`config.mk`:
```
export PLATFORM = sky130hd
export DESIGN_NAME = sipo_deser_flat
export DESIGN_NICKNAME = d
export VERILOG_FILES = /design/src/rtl/sipo_pkg.sv /design/src/rtl/sipo_deser_if.sv /design/src/rtl/sipo_shift_core.sv /design/src/rtl/sipo_deser.sv /design/src/flat_wrapper.sv
export SDC_FILE = /design/constraint.sdc
export NUM_CORES = 1
export LEC_CHECK = 0
export BUFFER_PORTS_ARGS = -buffer_cell sky130_fd_sc_hd__clkbuf_2
export CORE_ASPECT_RATIO = 1.2
export CORE_UTILIZATION = 48
export CTS_BUF_LIST = sky130_fd_sc_hd__clkbuf_8
export DETAILED_ROUTE_END_ITERATION = 6
export PLACE_DENSITY = 0.74
export SYNTH_ARGS = -nofsm -noshare
export SYNTH_HDL_FRONTEND = slang
export SYNTH_SLANG_ARGS = --single-unit
```
`constraint.sdc`:
```
create_clock -name clk -period 2.76 [get_ports clk]
set_clock_uncertainty 0.05 [all_clocks]
set_input_delay 0.138 -clock clk [delete_from_list [all_inputs] [get_ports clk]]
set_output_delay 0.138 -clock clk [all_outputs]
set_load 0.1 [all_outputs]
```
`src/rtl/sipo_pkg.sv`:
```
// ============================================================
// Package  : sipo_pkg
// Purpose  : Shared sizing helpers for the SIPO deserialiser.
// Revision : 1.0 - initial release
// ============================================================
`default_nettype none

package sipo_pkg;

   localparam int DESER_WIDTH = 8;

   function automatic int cnt_w(input int width);
      return $clog2(width);
   endfunction

endpackage

`default_nettype wire

```
`src/rtl/sipo_deser_if.sv`:
```
// ============================================================
// Interface : sipo_deser_if
// Purpose   : Serial-in and word-out valid/ready handshakes.
// Revision  : 1.0 - initial release
// ============================================================
`default_nettype none

interface sipo_deser_if
   import sipo_pkg::*;
#(
   parameter int WIDTH = DESER_WIDTH
);

   logic             s_valid;
   logic             s_data;
   logic             s_ready;
   logic             m_valid;
   logic [WIDTH-1:0] m_data;
   logic             m_ready;

   // The master sources serial bits and consumes words; the slave is the deserialiser.
   modport master (
      output s_valid, s_data, m_ready,
      input  s_ready, m_valid, m_data
   );

   modport slave (
      input  s_valid, s_data, m_ready,
      output s_ready, m_valid, m_data
   );

endinterface

`default_nettype wire

```
`src/rtl/sipo_shift_core.sv`:
```
// ============================================================
// Module   : sipo_shift_core
// Purpose  : Shift register and bit counter that frame WIDTH bits.
// Revision : 1.0 - initial release
// ============================================================
`default_nettype none

module sipo_shift_core
   import sipo_pkg::*;
#(
   parameter int WIDTH     = DESER_WIDTH,
   parameter bit MSB_FIRST = 1'b1
) (
   input  wire logic                       clk,
   input  wire logic                       rst_n,
   input  wire logic                       shift_en,
   input  wire logic                       clr,
   input  wire logic                       s_data,
   output logic      [WIDTH-1:0]           sh,
   output logic      [WIDTH-1:0]           sh_nxt,
   output logic      [cnt_w(WIDTH)-1:0]    cnt,
   output logic                            done
);

   localparam int            CW     = cnt_w(WIDTH);
   localparam logic [CW-1:0] c_last = CW'(WIDTH - 1);

   generate
      if (MSB_FIRST) begin : g_msb_first
         assign sh_nxt = {sh[WIDTH-2:0], s_data};
      end else begin : g_lsb_first
         assign sh_nxt = {s_data, sh[WIDTH-1:1]};
      end
   endgenerate

   assign done = shift_en && (cnt == c_last);

   // The shift contents persist across word completion so par_q keeps the last bits.
   always_ff @(posedge clk) begin
      if (!rst_n || clr) begin
         sh  <= '0;
         cnt <= '0;
      end else if (shift_en) begin
         sh  <= sh_nxt;
         cnt <= done ? '0 : cnt + CW'(1);
      end
   end

endmodule

`default_nettype wire

```
`src/rtl/sipo_deser.sv`:
```
// ============================================================
// Module   : sipo_deser
// Purpose  : Serial-to-parallel deserialiser with output word register.
// Revision : 1.0 - initial release
// ============================================================
`default_nettype none

module sipo_deser
   import sipo_pkg::*;
#(
   parameter int WIDTH     = DESER_WIDTH,
   parameter bit MSB_FIRST = 1'b1
) (
   input  wire logic                    clk,
   input  wire logic                    rst_n,
   input  wire logic                    flush,
   sipo_deser_if.slave                  bus,
   output logic      [WIDTH-1:0]        par_q,
   output logic      [cnt_w(WIDTH)-1:0] bit_cnt
);

   localparam int            CW     = cnt_w(WIDTH);
   localparam logic [CW-1:0] c_last = CW'(WIDTH - 1);

   logic [WIDTH-1:0] w_sh;
   logic [WIDTH-1:0] w_sh_nxt;
   logic [CW-1:0]    w_cnt;
   logic             w_done;
   logic             w_s_ready;
   logic             w_shift_en;
   logic             r_m_valid;
   logic [WIDTH-1:0] r_m_data;

   // Only the word-completing bit can stall, and only while the output register is blocked.
   assign w_s_ready  = !((w_cnt == c_last) && r_m_valid && !bus.m_ready);
   assign w_shift_en = bus.s_valid && w_s_ready && !flush;

   sipo_shift_core #(
      .WIDTH     (WIDTH),
      .MSB_FIRST (MSB_FIRST)
   ) u_core (
      .clk      (clk),
      .rst_n    (rst_n),
      .shift_en (w_shift_en),
      .clr      (flush),
      .s_data   (bus.s_data),
      .sh       (w_sh),
      .sh_nxt   (w_sh_nxt),
      .cnt      (w_cnt),
      .done     (w_done)
   );

   always_ff @(posedge clk) begin
      if (!rst_n) begin
         r_m_valid <= 1'b0;
         r_m_data  <= '0;
      end else if (w_done) begin
         r_m_valid <= 1'b1;
         r_m_data  <= w_sh_nxt;
      end else if (r_m_valid && bus.m_ready) begin
         r_m_valid <= 1'b0;
      end
   end

   assign bus.s_ready = w_s_ready;
   assign bus.m_valid = r_m_valid;
   assign bus.m_data  = r_m_data;
   assign par_q       = w_sh;
   assign bit_cnt     = w_cnt;

endmodule

`default_nettype wire

```
`src/flat_wrapper.sv`:
```
// flat-port wrapper written by rule: the top's interface ports become plain ports
module sipo_deser_flat import sipo_pkg::*;
#(
   parameter int WIDTH     = DESER_WIDTH,
   parameter bit MSB_FIRST = 1'b1
)
  (clk, rst_n, flush, par_q, bit_cnt, bus_s_valid, bus_s_data, bus_m_ready, bus_s_ready, bus_m_valid, bus_m_data);
  sipo_deser_if #(.WIDTH(WIDTH)) bus_i ();
  input  wire logic clk;
  input  wire logic rst_n;
  input  wire logic flush;
  output logic      [WIDTH-1:0] par_q;
  output logic      [cnt_w(WIDTH)-1:0] bit_cnt;
  input wire logic [$bits(bus_i.s_valid)-1:0] bus_s_valid;
  input wire logic [$bits(bus_i.s_data)-1:0] bus_s_data;
  input wire logic [$bits(bus_i.m_ready)-1:0] bus_m_ready;
  output wire logic [$bits(bus_i.s_ready)-1:0] bus_s_ready;
  output wire logic [$bits(bus_i.m_valid)-1:0] bus_m_valid;
  output wire logic [$bits(bus_i.m_data)-1:0] bus_m_data;
  assign bus_i.s_valid = bus_s_valid;
  assign bus_i.s_data = bus_s_data;
  assign bus_i.m_ready = bus_m_ready;
  assign bus_s_ready = bus_i.s_ready;
  assign bus_m_valid = bus_i.m_valid;
  assign bus_m_data = bus_i.m_data;
  sipo_deser #(.WIDTH(WIDTH), .MSB_FIRST(MSB_FIRST)) u_core (.clk(clk), .rst_n(rst_n), .flush(flush), .bus(bus_i), .par_q(par_q), .bit_cnt(bit_cnt));
endmodule
```
==> key figures, run 1 <==
Status
  • Status: finished clean

Clock network
  • TritonCTS clock tree: yes
  • Post_cts resized: 0
  • Setup Fix Bufs, Post-CTS: 0
  • H-tree Lvls: 1
  • Clk buf depth: 2
  • Reg clk slew, reported paths: about 70 ps
  • Skew-Pair Late Insertion Delay: around 250 ps
  • # hold bufs at CTS: 0
  • CTS Sinks: 20
  • CTS Buf Count: 3
  • Root Buffer: clkbuf_8

STA
  • Unrepaired setup endpoints after global routing: no
  • Normalized max-slew margin: ~45%
  • Final hold violation count: 0
  • Setup tns final: 0 ps
  • Slew Viols, Final: 0
  • Fin crit period: roughly 2000 ps
  • Fin Hold WS: 80.3 ps
  • Final worst-path cycle share: between 70% and 80%
  • Tightest Pin Transition: 823 ps
  • Timing-limited maximum frequency: about 500 MHz
  • Final Setup Violations: 0

Yosys
  • Mean area per synthesized cell: 10.2 um2
  • Synthesized area: just under 900 um2
  • Register area share after synthesis: 46.3%
  • YS warnings: 0
  • Yosys reg bits: 20
  • Post-synth cell types: 22
  • Mapped Cells: 85
  • Synthesized Nets: slightly above 90

Floorplan
  • FP Rows: 16
  • IO Pins: 27
  • Starting Density: between 50% and 60%
  • Die Y: between 40 and 50 um
  • Core region area: between 1500 and 2000 um2
  • Die ar.: 1980 um2
  • Die X: ~41 um

Layout
  • Synth-to-Final Area Change: 20.4%
  • Most common cell after layout, fill and taps aside: clkbuf_2
  • Most frequent cells in the layout: clkbuf_2 (26), nand2_1 (25), dfxtp_1 (20)
  • Final non-filler cell area: 1040 um2
  • Layout Nets: 120
  • Layout cells sized above 1: between 30% and 40%
  • Filler Cell Count: about 160
  • Final core occ: 62.7%
  • Number of diodes: 0

Power and ir drop
  • Leakage: around 0.44 nW
  • Peak supply drop: approximately 0.32 mV
  • Power per cell area: between 500 and 600 nW/um2

Min path
  • Hold Path End: u_core.bus.m_data[0]
  • Hold crit path type: primary input to register
  • Hold path cells: 3
  • Hold path start: bus_s_data

Route
  • Antenna viol nets, final: 0
  • Drt drc: 0
  • DRT iter0 DRCs: 9
  • Mean routed wirelength per cell: 11.8 um
  • Total number of vias: around 670
  • Detailed-route vias per instance: approximately 5.2
  • WL final: between 1500 and 2000 um
  • DRT Pass-1 Iters: 4

Setup path
  • CP cell instances: ha_1 > ha_1 > and3b_2 > inv_1 > clkbuf_2
  • Startpoint types: register
  • WP data required: between 2000 and 3000 ps
  • Worst reg2reg path depth: 4
  • Cell with the most instances on the worst path: ha_1
  • Critical path class: register to primary output
  • Slowest CP cell: clkbuf_2
  • Crit-path max cell delay: 450 ps
  • Worst EP arrival: between 1500 and 2000 ps
  • Reg2Reg Setup Slack: between 900 and 1000 ps
  • Reg2Reg Capture Point: u_core.bus.m_data[4]
  • Worst flop-to-flop path startpoint: u_core.u_core.cnt[0]
  • Worst Path Max Fanout: 5
  • CP endpoint kind: primary output

GRT
  • Initial antenna violation count: 0
  • GRT overflow: 0
  • Vias in the first global route: roughly 600
  • Largest net degree at the start of global routing: 20
  • GRT Util Overall: ~17%
  • First-pass GRT wire length: ~2500 um

Placed design
  • HPWL after DPL: 1140 um
  • PortBufs: 26
  • Placed Area: between 900 and 1000 um2
  • GPL Wtd Cong: approximately 0.75

Flow run
  • Total of max-cap violations: 0
## through the flow
step	cells	power, mW	setup slack [ps]
floorplan	85	0.325	214
global placement	125	0.331	1040
detailed placement	125	0.332	962
CTS	129	0.547	736
global route	129	0.561	672
finish	129	0.542	749
## cell usage after synthesis
master,number,area (um2)
nand3_1,1,5.00
o21a_1,1,7.51
a21oi_1,2,10.0
nand2b_2,1,8.76
buf_6,1,11.3
and3b_2,1,10.0
nand2_1,25,93.8
and2b_4,2,20.0
nand2b_4,1,13.8
mux2i_1,16,160
buf_2,1,5.00
inv_1,1,3.75
o41ai_1,1,8.76
and2b_2,1,8.76
buf_4,2,15.0
ha_1,2,25.0
o211ai_1,1,7.51
nor3b_2,1,12.5
nor2_8,1,20.0
o21ai_0,2,10.0
nand3b_1,1,7.51
dfxtp_1,20,400
## state kept, by name, indices dropped and copies added (netlist names)
signal and flops:
u_core.bus.m_data 8, u_core.u_core.sh 8, u_core.bus.m_valid 1, u_core.u_core.cnt 3
## layer usage
metal | track usage, % | part of all wire (%)
met5 | 0 | 0
met4 | 3.33 | 0
met3 | 4.13 | 3.7
met2 | 29.1 | 52
met1 | 22.2 | 44
## critical path, delay by kind of cell, from the launching register on
family	cells	cell delay (ps)
DFF	1	340
adders and majority gates	2	420
and+or+nand+nor	1	270
buffers and inverters	2	530
## where the power goes
group	internal (mW)	switching [mW]
Sequential	0.289	0.000969
Combinational	0.0112	0.0226
Clock	0.127	0.0916
## worst max-delay path by stage
stage / start / endpoint / slack (ps)
2_1_floorplan: u_core.u_core.cnt[0] / u_core.u_core.cnt[2] / 210
3_3_place_gp: u_core.u_core.cnt[0] / u_core.bus.m_data[3] / 1040
3_5_place_dp: u_core.u_core.cnt[0] / u_core.bus.m_data[4] / 960
4_1_cts: u_core.u_core.cnt[0] / bus_s_ready / 740
5_1_grt: u_core.u_core.cnt[0] / bus_s_ready / 670
6_report: u_core.u_core.cnt[0] / bus_s_ready / 750
## cells by family after synthesis
group / Yosys count / synth area share (%)
simple gates: 35 / 23.2
compound gates: 7 / 5.07
flops: 20 / 46.3
buf+inv: 5 / 4.05
fa+ha+maj: 2 / 2.89
mux: 16 / 18.5
## area by class of cell
type                            instances  area [um2]  share of cell area [%]
Clock buffer                            4        55.1                    5.29
Inverter                                1        3.75                   0.361
Multi-Input combinational cell         60         429                    41.2
Sequential cell                        20         400                    38.5
Tap cell                               18        22.5                    2.16
Timing Repair Buffer                   26         130                    12.5
Note: power is estimated with default switching activity, not from simulation.
==> run 2: changes to the inputs <==
ABC_AREA = 1   (was not set)
PLACE_DENSITY = 0.73   (was 0.74)
clock period = 2.06 ns   (was 2.76 ns; I/O delays follow)
==> key figures, run 2 <==
STA
  • Setup tns final: 0 ps (unchanged)
  • Unrepaired setup endpoints after global routing: no (unchanged)
  • Fin crit period: 1910 ps
  • Normalized max-slew margin: 63.9% (was 44.9%)
  • Final hold violation count: 0 (unchanged)
  • Final Setup Violations: 0 (unchanged)
  • Final worst-path cycle share: roughly 93%
  • Tightest Pin Transition: 544 ps (was 823 ps)
  • Timing-limited maximum frequency: ~520 MHz
  • Slew Viols, Final: 0 (unchanged)

GRT
  • Initial antenna violation count: 0 (unchanged)
  • First-pass GRT wire length: 3210 um (was 2500 um)
  • GRT Util Overall: 19.2% (was 17.5%)
  • GRT overflow: 0 (unchanged)
  • Largest net degree at the start of global routing: 20 (unchanged)
  • Vias in the first global route: 780 (was 603)

Clock network
  • Skew-Pair Late Insertion Delay: 260 ps (was 250 ps)
  • CTS Buf Count: 3 (unchanged)
  • TritonCTS clock tree: yes (unchanged)
  • Setup Fix Bufs, Post-CTS: 0 (unchanged)
  • CTS Sinks: 20 (unchanged)
  • Clk buf depth: 2 (unchanged)
  • Reg clk slew, reported paths: 70 ps (about the same)
  • H-tree Lvls: 1 (unchanged)
  • Root Buffer: clkbuf_8 (unchanged)

Yosys
  • Most frequent cells after synthesis: inv_1 (29), nand2_1 (28), dfxtp_1 (20) (was nand2_1 (25), dfxtp_1 (20), mux2i_1 (16))
  • Main synth FF type: dfxtp_1 (unchanged)
  • Post-synth cell types: 15 (was 22)
  • Top-area cell type share of the netlist area: 42.8% (was 46.3%)
  • Mapped Cells: 131 (was 85)
  • YS warnings: 0 (unchanged)
  • Mean area per synthesized cell: 7.14 um2 (was 10.2 um2)
  • Synth area leaders: dfxtp_1 (43%), inv_1 (12%), nand2_1 (11%) (was dfxtp_1 (46%), mux2i_1 (19%), nand2_1 (11%))
  • Post-synth ARST share: 0% (unchanged)
  • Synthesized area: 936 um2 (was 865 um2)
  • Yosys reg bits: 20 (unchanged)
  • Most frequent cell after synthesis: inv_1 (was nand2_1)
  • Register area share after synthesis: 42.8% (was 46.3%)
  • Synthesized Nets: 139 (was 93)
  • EDFF count, synth: 0 (unchanged)
  • Synth area leader: dfxtp_1 (unchanged)

Layout
  • Most frequent cells in the layout: inv_1 (29), nand2_1 (28), clkbuf_2 (25) (was clkbuf_2 (26), nand2_1 (25), dfxtp_1 (20))
  • Layout cells sized above 1: 25.0% (was 34.2%)
  • Finished Layout Cells: 175 (was 129)
  • Final non-filler cell area: 1150 um2 (was 1040 um2)
  • Layout Nets: 165 (was 120)
  • Most common cell after layout, fill and taps aside: inv_1 (was clkbuf_2)
  • Number of diodes: 0 (unchanged)
  • Synth-to-Final Area Change: 22.6% (was 20.4%)

Setup path
  • Worst reg2reg path depth: 6 (was 4)
  • CP endpoint kind: primary output (unchanged)
  • WP data required: 1910 ps (was 2570 ps)
  • CP cell instances: ha_1 > ha_1 > nand3_2 > buf_12 (was ha_1 > ha_1 > and3b_2 > inv_1 > clkbuf_2)
  • Cell with the most instances on the worst path: ha_1 (unchanged)
  • Reg2Reg Capture Point: u_core.u_core.sh[3] (was u_core.bus.m_data[4])
  • Reg2Reg Setup Slack: 230 ps (was 920 ps)
  • Worst EP arrival: 1760 ps (was 1820 ps)
  • Critical path class: register to primary output (unchanged)
  • Crit-path max cell delay: 420 ps (was 450 ps)
  • CP top delay family: adder cells (was buffers and inverters)
  • Worst flop-to-flop path startpoint: u_core.u_core.cnt[0] (unchanged)
  • Startpoint types: register (unchanged)
  • Slowest CP cell: ha_1 (was clkbuf_2)
  • CP bufs+invs: 1 (was 2)
  • Worst Path Max Fanout: 11 (was 5)

Route
  • Detailed-route vias per instance: 4.77 (was 5.22)
  • DRT Pass-1 Iters: 4 (unchanged)
  • Antenna viol nets, final: 0 (unchanged)
  • WL final: 1850 um (was 1520 um)
  • Mean routed wirelength per cell: 10.6 um (was 11.8 um)
  • Drt drc: 0 (unchanged)
  • DRT iter0 DRCs: 8 (was 9)
  • Total number of vias: 835 (was 673)

Floorplan
  • FP Rows: 17 (was 16)
  • Starting Density: 51.2% (was 52.0%)
  • Die X: 42.3 um (was 40.7 um)
  • IO Pins: 27 (unchanged)
  • Die ar.: 2130 um2 (was 1980 um2)
  • Die Y: 50.4 um (was 48.5 um)
  • Core region area: 1830 um2 (was 1660 um2)

Power and ir drop
  • Peak supply drop: 0.554 mV (was 0.322 mV)
  • Power per cell area: 722 nW/um2 (was 521 nW/um2)
  • Leakage: 0.532 nW (was 0.438 nW)
  • Overall power: 0.828 mW (was 0.542 mW)

Min path
  • Hold Path End: u_core.u_core.sh[0] (was u_core.bus.m_data[0])
  • Hold path cells: 3 (unchanged)
  • Hold path start: bus_s_data (unchanged)
  • Hold crit path type: primary input to register (unchanged)

Placed design
  • GPL Wtd Cong: 0.738 (was 0.751)
  • Dpl cells: 171 (was 125)
  • PortBufs: 26 (unchanged)
  • HPWL after DPL: 1360 um (was 1140 um)
  • Placed Area: 1070 um2 (was 986 um2)

Status
  • Status: finished clean (unchanged)

Flow run
  • Total of max-cap violations: 0 (unchanged)
run 2: cell count changes after synthesis, sizes merged, moves of 2 or more:
cell	previous run	this run
nand2b	2	0
a21oi	2	11
nand4	0	8
nand3	1	11
nor2	1	13
inv	1	30
mux2i	16	0
and2b	3	0
nand2	25	30
run 2: metal layers:
metal	vias to the layer above	global-route usage (%)	part of all wire, %
met2	22	33.1	48
li1	456	-	-
met1	352	22.8	47
met5	-	0	0
met3	5	2.52	3.2
met4	0	10.4	1.8
run 2: kinds of logic (layout without fill, tap and decap cells):
kind of cell / Yosys count / after routing / synth area share (%)
compound gates: 12 / 12 / 6.42
fa+ha+maj: 2 / 2 / 2.67
buf+inv: 35 / 60 / 16.0
flops: 20 / 20 / 42.8
simple gates: 62 / 62 / 32.1
run 2: power by group:
group | internal (mW) | switching [mW]
logic | 0.0116 | 0.0352
clock network | 0.259 | 0.133
registers | 0.388 | 0.00132
run 2: per-stage QoR:
stage	hold WS (ps)	utilization, %	setup slack [ps]
2_1_floorplan	218	-	100
3_3_place_gp	346	58.5	220
3_5_place_dp	365	58.5	98.9
4_1_cts	91.3	62.4	4.41
5_1_grt	112	62.7	42.0
6_report	88.0	62.7	147
run 2: area by class of cell:
type | instances | area [um2]
Timing Repair Buffer | 26 | 145
Inverter | 30 | 113
Clock inverter | 1 | 30.0
Clock buffer | 3 | 41.3
Fill cell | 170 | 682
Tap cell | 19 | 23.8
Multi-Input combinational cell | 76 | 390
Sequential cell | 20 | 404
run 2: how the worst max path moves through the flow:
stage,start,to,slack [ps],depth (start not counted)
3_5_place_dp,u_core.u_core.cnt[0],u_core.u_core.sh[2],100,6
5_1_grt,u_core.u_core.cnt[0],u_core.u_core.sh[2],40,6
3_3_place_gp,u_core.u_core.cnt[0],u_core.u_core.sh[0],220,6
2_1_floorplan,u_core.u_core.cnt[0],u_core.u_core.sh[1],100,6
4_1_cts,u_core.u_core.cnt[0],bus_s_ready,4,4
6_report,u_core.u_core.cnt[0],bus_s_ready,150,4
run 2: worst min-delay path, stage by stage:
cell,delay (ps)
clkbuf_2,100
nand3_1,80
a21oi_1,70
run 2: repair_timing:
action	in CTS	in global routing
resized for setup	0	1
hold buffers	0	0
endpoints found under the setup margin	0	12
